File: config.mk
export PLATFORM = sky130hd
export DESIGN_NAME = prga_fifo_write_buffer
export DESIGN_NICKNAME = d
export VERILOG_FILES = /design/src/rtl/prga_fifo_write_buffer.sv
export SDC_FILE = /design/constraint.sdc
export NUM_CORES = 1
export LEC_CHECK = 0
export BUFFER_PORTS_ARGS = -buffer_cell sky130_fd_sc_hd__buf_2
export CAP_MARGIN = 40
export CORE_UTILIZATION = 56
export CTS_BUF_LIST = sky130_fd_sc_hd__clkbuf_2
export DETAILED_ROUTE_END_ITERATION = 10
export GPL_ROUTABILITY_DRIVEN = 0
export PLACE_DENSITY_LB_ADDON = 0.1
export REMOVE_ABC_BUFFERS = 1
export SLEW_MARGIN = 20
export SYNTH_ARGS = -nofsm -noshare
export SYNTH_HDL_FRONTEND = slang
export SYNTH_SLANG_ARGS = --single-unit
File: constraint.sdc
create_clock -name clk -period 2.3 [get_ports clk]
set_input_delay 0 -clock clk [delete_from_list [all_inputs] [get_ports clk]]
set_output_delay 0 -clock clk [all_outputs]
set_load 0.01 [all_outputs]
File: src/rtl/prga_fifo_write_buffer.sv
// ============================================================================
// Module   : prga_fifo_write_buffer
// Brief    : Two-entry skid buffer in front of a prga_fifo write port. The
//            upstream full flag is decoded from state registers only, so the
//            FIFO full flag never reaches the producer combinationally.
//            Optional statistics counters: PRGA_FIFO_WRITE_BUFFER_STATS_EN.
// Revision : 1.0 - initial release
// ============================================================================
`default_nettype none

module prga_fifo_write_buffer #(
  parameter int DATA_WIDTH    = 32,
  parameter int COUNTER_WIDTH = 16
) (
  input  logic                     clk,
  input  logic                     rst,
  // upstream producer side
  output logic                     full,
  input  logic                     wr,
  input  logic [DATA_WIDTH-1:0]    din,
  // downstream FIFO side
  input  logic                     full_i,
  output logic                     wr_i,
  output logic [DATA_WIDTH-1:0]    din_i
`ifdef PRGA_FIFO_WRITE_BUFFER_STATS_EN
  ,
  output logic [COUNTER_WIDTH-1:0] stall_cnt,
  output logic [COUNTER_WIDTH-1:0] drop_cnt
`endif
);

  if (DATA_WIDTH < 1) begin : g_bad_data_width
    $error("prga_fifo_write_buffer: DATA_WIDTH must be at least 1");
  end

  if (COUNTER_WIDTH < 1) begin : g_bad_counter_width
    $error("prga_fifo_write_buffer: COUNTER_WIDTH must be at least 1");
  end

  // Encoding is {valid_s, valid_h}; 2'b10 (skid without head) is illegal.
  typedef enum logic [1:0] {
    EMPTY = 2'b00,
    ONE   = 2'b01,
    TWO   = 2'b11
  } state_t;

  state_t                  r_state;
  logic [DATA_WIDTH-1:0]   r_data_h;
  logic [DATA_WIDTH-1:0]   r_data_s;

  logic                    w_valid_h;
  logic                    w_push;
  logic                    w_pop;

  assign w_valid_h = r_state[0];
  assign full      = (r_state == TWO);
  assign w_push    = wr & ~full;
  assign w_pop     = w_valid_h & ~full_i;

  assign wr_i      = w_pop;
  assign din_i     = r_data_h;

  always_ff @(posedge clk or posedge rst) begin
    if (rst) begin
      r_state  <= EMPTY;
      r_data_h <= '0;
      r_data_s <= '0;
    end else begin
      case (r_state)
        EMPTY: begin
          if (w_push) begin
            r_state  <= ONE;
            r_data_h <= din;
          end
        end
        ONE: begin
          if (w_push && w_pop) begin
            r_data_h <= din;
          end else if (w_push) begin
            r_state  <= TWO;
            r_data_s <= din;
          end else if (w_pop) begin
            r_state  <= EMPTY;
          end
        end
        TWO: begin
          // Upstream is held off while full, so only a drain can happen here.
          if (w_pop) begin
            r_state  <= ONE;
            r_data_h <= r_data_s;
          end
        end
        default: begin
          r_state <= EMPTY;
        end
      endcase
    end
  end

`ifdef PRGA_FIFO_WRITE_BUFFER_STATS_EN
  localparam logic [COUNTER_WIDTH-1:0] c_cnt_max = '1;

  logic [COUNTER_WIDTH-1:0] r_stall_cnt;
  logic [COUNTER_WIDTH-1:0] r_drop_cnt;

  // Both counters saturate rather than wrap so a long stall stays visible.
  always_ff @(posedge clk or posedge rst) begin
    if (rst) begin
      r_stall_cnt <= '0;
      r_drop_cnt  <= '0;
    end else begin
      if (w_valid_h && full_i && (r_stall_cnt != c_cnt_max)) begin
        r_stall_cnt <= r_stall_cnt + 1'b1;
      end
      if (wr && full && (r_drop_cnt != c_cnt_max)) begin
        r_drop_cnt <= r_drop_cnt + 1'b1;
      end
    end
  end

  assign stall_cnt = r_stall_cnt;
  assign drop_cnt  = r_drop_cnt;
`endif

endmodule

`default_nettype wire

After elaboration in Yosys (flattened, before gate mapping):

Cells that the tools add are included.

* equality and inequality tests: 7
* muxes and demuxes: 10
* bitwise gates (word level): 5
* reductions and logical operators: 6

Operator list (number)
* $mux 32: 3
* $pmux 32 s3: 1
* $mux 2: 5
* $reduce_and 4->1: 2
* $ne 2x2->1 const B: 3
* $pmux 2 s3: 1
* $ne 3x3->1 const B: 1
* $not 1->1: 3
* $reduce_and 3->1: 1
* $reduce_bool 3->1: 1
* $and 1x1->1: 2
* $eq 2x1->1 const B: 1
* $eq 2x2->1 const B: 1
* $logic_not 2->1: 1
* $ne 2x1->1 const B: 1
* $logic_and 1x1->1: 1

* register bits: 66
* input bits: 36
* output and inout bits: 34
* word-level logic and storage cells: 31

Depth between registers and ports, before layout:

Gate-level depths: netlist (run 1).

* depth after elaboration: 6
* gate-level depth with buffers: 8
* gate-level depth less buffers: 6

Least setup slack after synthesis (run 1):

Ideal clock, no wire load.

* kind: reg-to-reg
* start: register r_state[0]
* end: register r_data_s[0]
* setup time: 0.128 ns
* arrival: 1.695 ns
* data required time: 2.172 ns
* setup slack: 0.478 ns
* cell stages (with the launch flop): 7
* path buffers: 2
* clock period less this slack: 1.822 ns
* path through: dfrtp_1 ha_1 buf_4 nand3b_4 nor2_2 buf_4 mux2_1

* cells in the longest elaborated chain, start to end: 6
* elaborated cells on any way between the ends: 8
* classes of those cells: eq/ne (2); bitwise (4); reduce/logical (2)

RTL lines
* start: declaration: RTL line 47 `state_t r_state;`
* start signal: assignment: RTL line 65 `r_state <= EMPTY;`
* start signal: assignment: RTL line 72 `r_state <= ONE;`
* start signal: assignment: RTL line 80 `r_state <= TWO;`
* $eq 2x2->1 *: RTL line 56 `assign full = (r_state == TWO);`
* via full: RTL line 18 `output logic full,`
* $not 1->1 *: RTL line 57 `assign w_push = wr & ~full;`
* $and 1x1->1 *: RTL line 57
* $logic_and 1x1->1: RTL line 77 `if (w_push && w_pop) begin`
* $not 1->1 (no line)
* $reduce_and 3->1 (no line) *
* end signal: assignment: RTL line 81 `r_data_s <= din;`
* end: declaration: RTL line 49 `logic [DATA_WIDTH-1:0] r_data_s;`

The timed path passes the listed nets; every way through them passes the cells marked *.
A chain may end at the register's enable or synchronous reset.

Worst setup path after layout (run 1):

* start: register r_state[1]
* end: register r_data_s[4]

* cells in the longest elaborated chain, start to end: 6
* elaborated cells on any way between the ends: 7
* classes of those cells: eq/ne (2); bitwise (3); reduce/logical (2)

RTL lines (RTL line)
* $eq 2x2->1: 56
* $not 1->1: 57
* $and 1x1->1: 57
* $logic_and 1x1->1: 77
* $not 1->1 (no line)
* $reduce_and 3->1 (no line) *

Mark *: on every way between the ends. The rest lies on a longest branch, timed or not.

==> flow_summary.ini, run 1 <==
[critical_path]
reg2reg_to = r_data_s[4]
reg2reg_depth = 6
worstPathMaxFanout = 18
critical-path-max-stage-delay_ns = 0.44
critPathKind = reg -> reg
arrival_ns = 2.24
r2r_slack_ns = 0.42
crit_slowest_cell = dfrtp_1
startpoint_type = flip-flop
cp-end-kind = flip-flop
required_ns = 2.66
r2r-start = r_state[1]
crit_chain = inv_1 -> ha_1 -> nand3b_4 -> nor2_4 -> buf_12 -> mux2_1

[logic_synthesis]
synth-edff-count = 0
synth_commonest_cells = dfrtp_1, a21oi_1, mux2i_1
avgSynthCellArea_sq_um = 13.16
yosysSeqAreaShare_pct = 53.86
syn-cell-area_sq_um = 3067
synthTopCellsByArea = dfrtp_1, mux2_1, mux2i_1
synthMostInstantiatedCell = dfrtp_1
yosysTopAreaCell = dfrtp_1
ys_ff_latch = 66
yosys_warnings = 0
synth.distinct_cells = 25
syn_inst = 233
async_flop_share_pct = 100.0
synth_ff_type = dfrtp_1
synth_top_cell_area_share_pct = 53.86

[floorplanning]
start_util_pct = 58.92
ios = 70
die_area_sq_um = 5776
coreArea_sq_um = 5205
die_w_um = 76
num_rows = 26
die_h_um = 76

[global_route]
grt_pass1_vias = 2323
grt_max_degree = 67
grt_overflow = 0
antenna_found_initial = 0
track_usage_pct = 24.85
grt_pass1_wl_um = 11150

[sta]
hold_viol = 0
tightest_slew_ns = 0.4181
max_freq_mhz = 531.6
slew_violations = 0
period_share_pct = 81.78
setup_tns_ns = 0
min_period_ns = 1.881
finalSetupViolations = 0
grt_setup_unrepaired = false
fin_skew_ns = 0.01679
slew_headroom_pct = 72.12

[finish]
nNetsFinal = 381
diodes = 0
fillers = 370
drive_above_1_share_pct = 38.44
area_growth_pct = 29.74

[clocking]
path_clk_slew_ns = 0.18
htreeDepth = 3
ctsResizeCount = 0
numCtsBuffers = 9
cts_setup_buffers = 0
cts_root_buffer = clkbuf_2
clock-sinks = 66
clk_latency_ns = 0.46
ctsHoldBuffers = 35
cts_tree = built
clockBufferDepth = 2

[routing]
wirelength_um = 6550
drt_first_iter_violations = 106
vias_per_cell = 5.365
first_pass_iters = 4
vias = 2232
drc = 0
ant_nets = 0
routedWlPerCell_um = 15.75

[power_and_ir_drop]
p_per_area_nw_per_um2 = 1435
p_leak_nw = 1.710
ir_worst_vdd_mv = 1.107
p_total_mw = 5.712

[run]
max_cap_viol_count = 0

[worst_hold_path]
holdCritPathClass = in -> async

[placement]
dpl.hpwl_um = 3889
port_buffers = 69

[run_status]
status = complete, no violations
## kinds of logic after synthesis
logic type | Yosys count | synth area share (%)
mux | 64 | 22.19
fa+ha+maj | 4 | 1.632
buf+inv | 21 | 4.161
compound gates | 73 | 16.61
flops | 66 | 53.86
simple gates | 5 | 1.551
## per-layer routing
metal | routed length, um | track usage [%]
met4 | 102 | 11.35
met3 | 216 | 4.072
met1 | 3056 | 32.95
met5 | 0 | 0
met2 | 3175 | 40.45
## registers in the layout (all words and copies together), names as in the netlist
register	cells
din_i	32
r_data_s	32
r_state	2
## power breakdown
group	internal, mW	switching (mW)	leakage, nW
clock network	0.248	0.392	0.0661
registers	1.77	0.310	0.754
logic	1.33	1.67	0.889
total	3.34	2.37	1.71
## critical path, delay by kind of cell, from the launching register on
| family | cells | cell delay, ns |
|---|---|---|
| flops | 1 | 0.44 |
| fa+ha+maj | 1 | 0.26 |
| simple gates | 2 | 0.41 |
| mux | 1 | 0.34 |
| buf+inv | 2 | 0.31 |
## final cells by class
cell class                 count  area [sq um]  share of cell area, %
multi-input combinational    146          1296                  32.58
clock inverter                 5         45.04                  1.132
inverter                       4         15.01                 0.3774
tap                           70         87.58                  2.201
clock buffer                  11         55.05                  1.384
sequential                    66          1652                  41.51
timing repair buffer         114         828.3                  20.82
## through the flow
stage                     hold slack, ns  instance area, sq um  cells  setup slack (ns)  utilization, %
after global routing            0.005475                  3979    416            0.3048           76.44
after global placement            0.2307                  3501    364            0.5115           67.26
after detailed placement          0.2354                  3501    364            0.4473           67.26
after floorplan                   0.1347                  2954    216            -1.398               -
after CTS                         0.2529                  3951    415            0.4029           75.91
final                            0.04560                  3979    416            0.4190           76.44
## cell usage in the layout (no fill, tap or decap)
master         instances
clkbuf_2              11
buf_2                 69
a21oi_2               30
o21ba_2                1
inv_2                  2
bufinv_16              1
mux2_2                 2
clkinv_1               4
nand3b_4               1
ha_1                   3
buf_4                  6
mux2i_1               32
o32ai_1                1
nor2_4                 1
dfrtp_1               66
inv_1                  2
o22ai_1                1
nand2b_2               1
and2_2                 1
nor2b_1                1
buf_12                 3
buf_16                 1
a22o_1                 1
mux2_1                30
a21oi_1               35
o21a_1                 1
dlygate4sd3_1         35
o21ai_0                1
o22ai_2                2
ha_2                   1
## how the worst max path moves through the flow
stage | endpoint | depth (start not counted) | startpoint | slack [ns]
after global placement | din_i[21] | 7 | r_state[0] | 0.51
final | r_data_s[4] | 6 | r_state[1] | 0.42
after detailed placement | r_data_s[14] | 6 | r_state[1] | 0.45
after CTS | r_data_s[31] | 6 | r_state[1] | 0.40
after floorplan | din_i[21] | 5 | r_state[0] | -1.40
after global routing | din_i[16] | 7 | r_state[0] | 0.30
No activity file was read; power rests on OpenSTA's default activity.
==> inputs of run 2 (changes only) <==
==> constraint.sdc (replaced) <==
create_clock -name clk -period 2 [get_ports clk]
set_input_delay 0 -clock clk [delete_from_list [all_inputs] [get_ports clk]]
set_output_delay 0 -clock clk [all_outputs]
set_load 0.01 [all_outputs]
==> run 2 against run 1 <==
- power up 13%
- design area down 0.53%
- largest cell class unchanged
- count of clock-buffer cells in the layout up 1
- critical path depth down 2
- clock skew up 0.0068 ns
- worst setup slack worse by 0.29 ns
- register-to-register slack worse by 0.26 ns
- clock power down 1%
==> flow_summary.ini, run 2 (synthesis results as in run 1) <==
[sta]
grt_setup_unrepaired = false
setup_tns_ns = 0
slew_violations = 0
max_freq_mhz = 533.4
hold_viol = 0
fin_skew_ns = 0.02359
slew_headroom_pct = 74.61
finalSetupViolations = 0
tightest_slew_ns = 0.3808
period_share_pct = 93.74
hold_slack_ns = 0.1123
min_period_ns = 1.875

[finish]
multi_input_area_sq_um = 1296
fillers = 352
area_growth_pct = 29.05
utilization_pct = 76.03
final_common_cell = buf_2
nNetsFinal = 382
register_area_sq_um = 1652
mostFrequentLayoutCells = buf_2, dfrtp_1, a21oi_1, dlygate4sd3_1, mux2i_1
drive_above_1_share_pct = 39.48
final_area_sq_um = 3958
diodes = 0

[power_and_ir_drop]
p_int_mw = 3.756
combPwrFrac_pct = 53.3
p_per_area_nw_per_um2 = 1632
switching_share_pct = 41.83
p_total_mw = 6.457
sequentialPowerShare_pct = 36.9
ir_worst_vdd_mv = 0.8868
p_clk_share_pct = 9.8
p_leak_nw = 1.709
p_sw_mw = 2.701

[clocking]
cts_root_buffer = clkbuf_2
path_clk_slew_ns = 0.20
ctsResizeCount = 0
numCtsBuffers = 9
clockBufferDepth = 2
cts_setup_buffers = 0
clk_latency_ns = 0.49
clock-sinks = 66
htreeDepth = 3
ctsHoldBuffers = 35
cts_tree = built

[global_route]
grt_pass1_wl_um = 10800
track_usage_pct = 24.16
use_met2_pct = 39.36
met1_usage_pct = 31.84
gr-usage-met3_pct = 3.593
grt_max_degree = 67
grt_overflow = 0
grt_pass1_vias = 2272
antenna_found_initial = 0
busiest_layer = met2

[routing]
ant_nets = 0
routedWlPerCell_um = 15.57
drt_first_iter_violations = 141
vias_per_cell = 5.307
vias = 2213
drc = 0
first_pass_iters = 4
wirelength_um = 6493

[placement]
placed_cell_area_sq_um = 3528
port_buffers = 69
dpl.hpwl_um = 3934

[critical_path]
required_ns = 2.00
r2r_slack_ns = 0.16
path_common_cell = buf_4
arrival_ns = 1.87
path_buf_inv = 3
r2r-start = r_state[0]
reg2reg_to = din_i[13]
critPathKind = reg -> out
critical-path-max-stage-delay_ns = 0.47
worstPathMaxFanout = 19
startpoint_type = flip-flop
worst_path_dominant_cell_family = buffers and inverters
crit_chain = ha_2 -> buf_4 -> buf_4 -> buf_2
cp-end-kind = output pin
reg2reg_depth = 7
crit_slowest_cell = dfrtp_1

[floorplanning]
die_area_sq_um = 5776
die_h_um = 76
coreArea_sq_um = 5205
start_util_pct = 58.92
die_w_um = 76
num_rows = 26
ios = 70

[run_status]
status = complete, no violations

[run]
max_cap_viol_count = 0

[worst_hold_path]
holdCritPathClass = in -> async
## run 2: changes by cell type in the layout (fill, tap and decap cells not counted), sizes merged
cell    previous run  this run
buf               79        80
bufinv             1         0
clkbuf            11        12
## run 2: how the worst max path moves through the flow
stage	start	to	slack, ns	cells after the start
global placement	r_state[1]	din_i[21]	0.25	7
detailed placement	r_state[0]	din_i[1]	0.22	7
floorplan	r_state[0]	din_i[21]	-1.70	5
global route	r_state[0]	full	0.03	4
CTS	r_state[0]	full	0.08	4
finish	r_state[0]	full	0.13	4
## run 2: area by class of cell
class | count | area share [%]
Sequential cell | 66 | 41.73
Timing Repair Buffer | 115 | 20.93
Tap cell | 70 | 2.213
Inverter | 4 | 0.3794
Clock inverter | 4 | 0.4742
Clock buffer | 12 | 1.518
Multi-Input combinational cell | 146 | 32.75
## run 2: tightest hold or removal path, cell delays in order
cell	delay [ns]
dlygate4sd3_1	0.53
buf_2	0.13
inv_2	0.06
buf_12	0.32
## run 2: metal layers
layer	routed length, um	up-vias
li1	-	1059
met1	2988	1089
met2	3197	54
met3	189	11
met4	116	0
met5	0	-
## run 2: power by group through the flow
| stage | logic, mW | registers, mW | clock network, mW |
|---|---|---|---|
| CTS | 3.47 | 2.38 | 0.645 |
| floorplan | 2.11 | 2.50 | 0 |
| global placement | 3.34 | 2.37 | 0 |
| global route | 3.75 | 2.47 | 0.697 |
| finish | 3.44 | 2.38 | 0.632 |
| detailed placement | 3.42 | 2.41 | 0 |
## run 2: stage by stage
step | instances | setup WS [ns]
after floorplan | 216 | -1.698
after global placement | 366 | 0.2486
after detailed placement | 366 | 0.2228
after CTS | 417 | 0.08313
after global routing | 417 | 0.02981
final | 417 | 0.1252
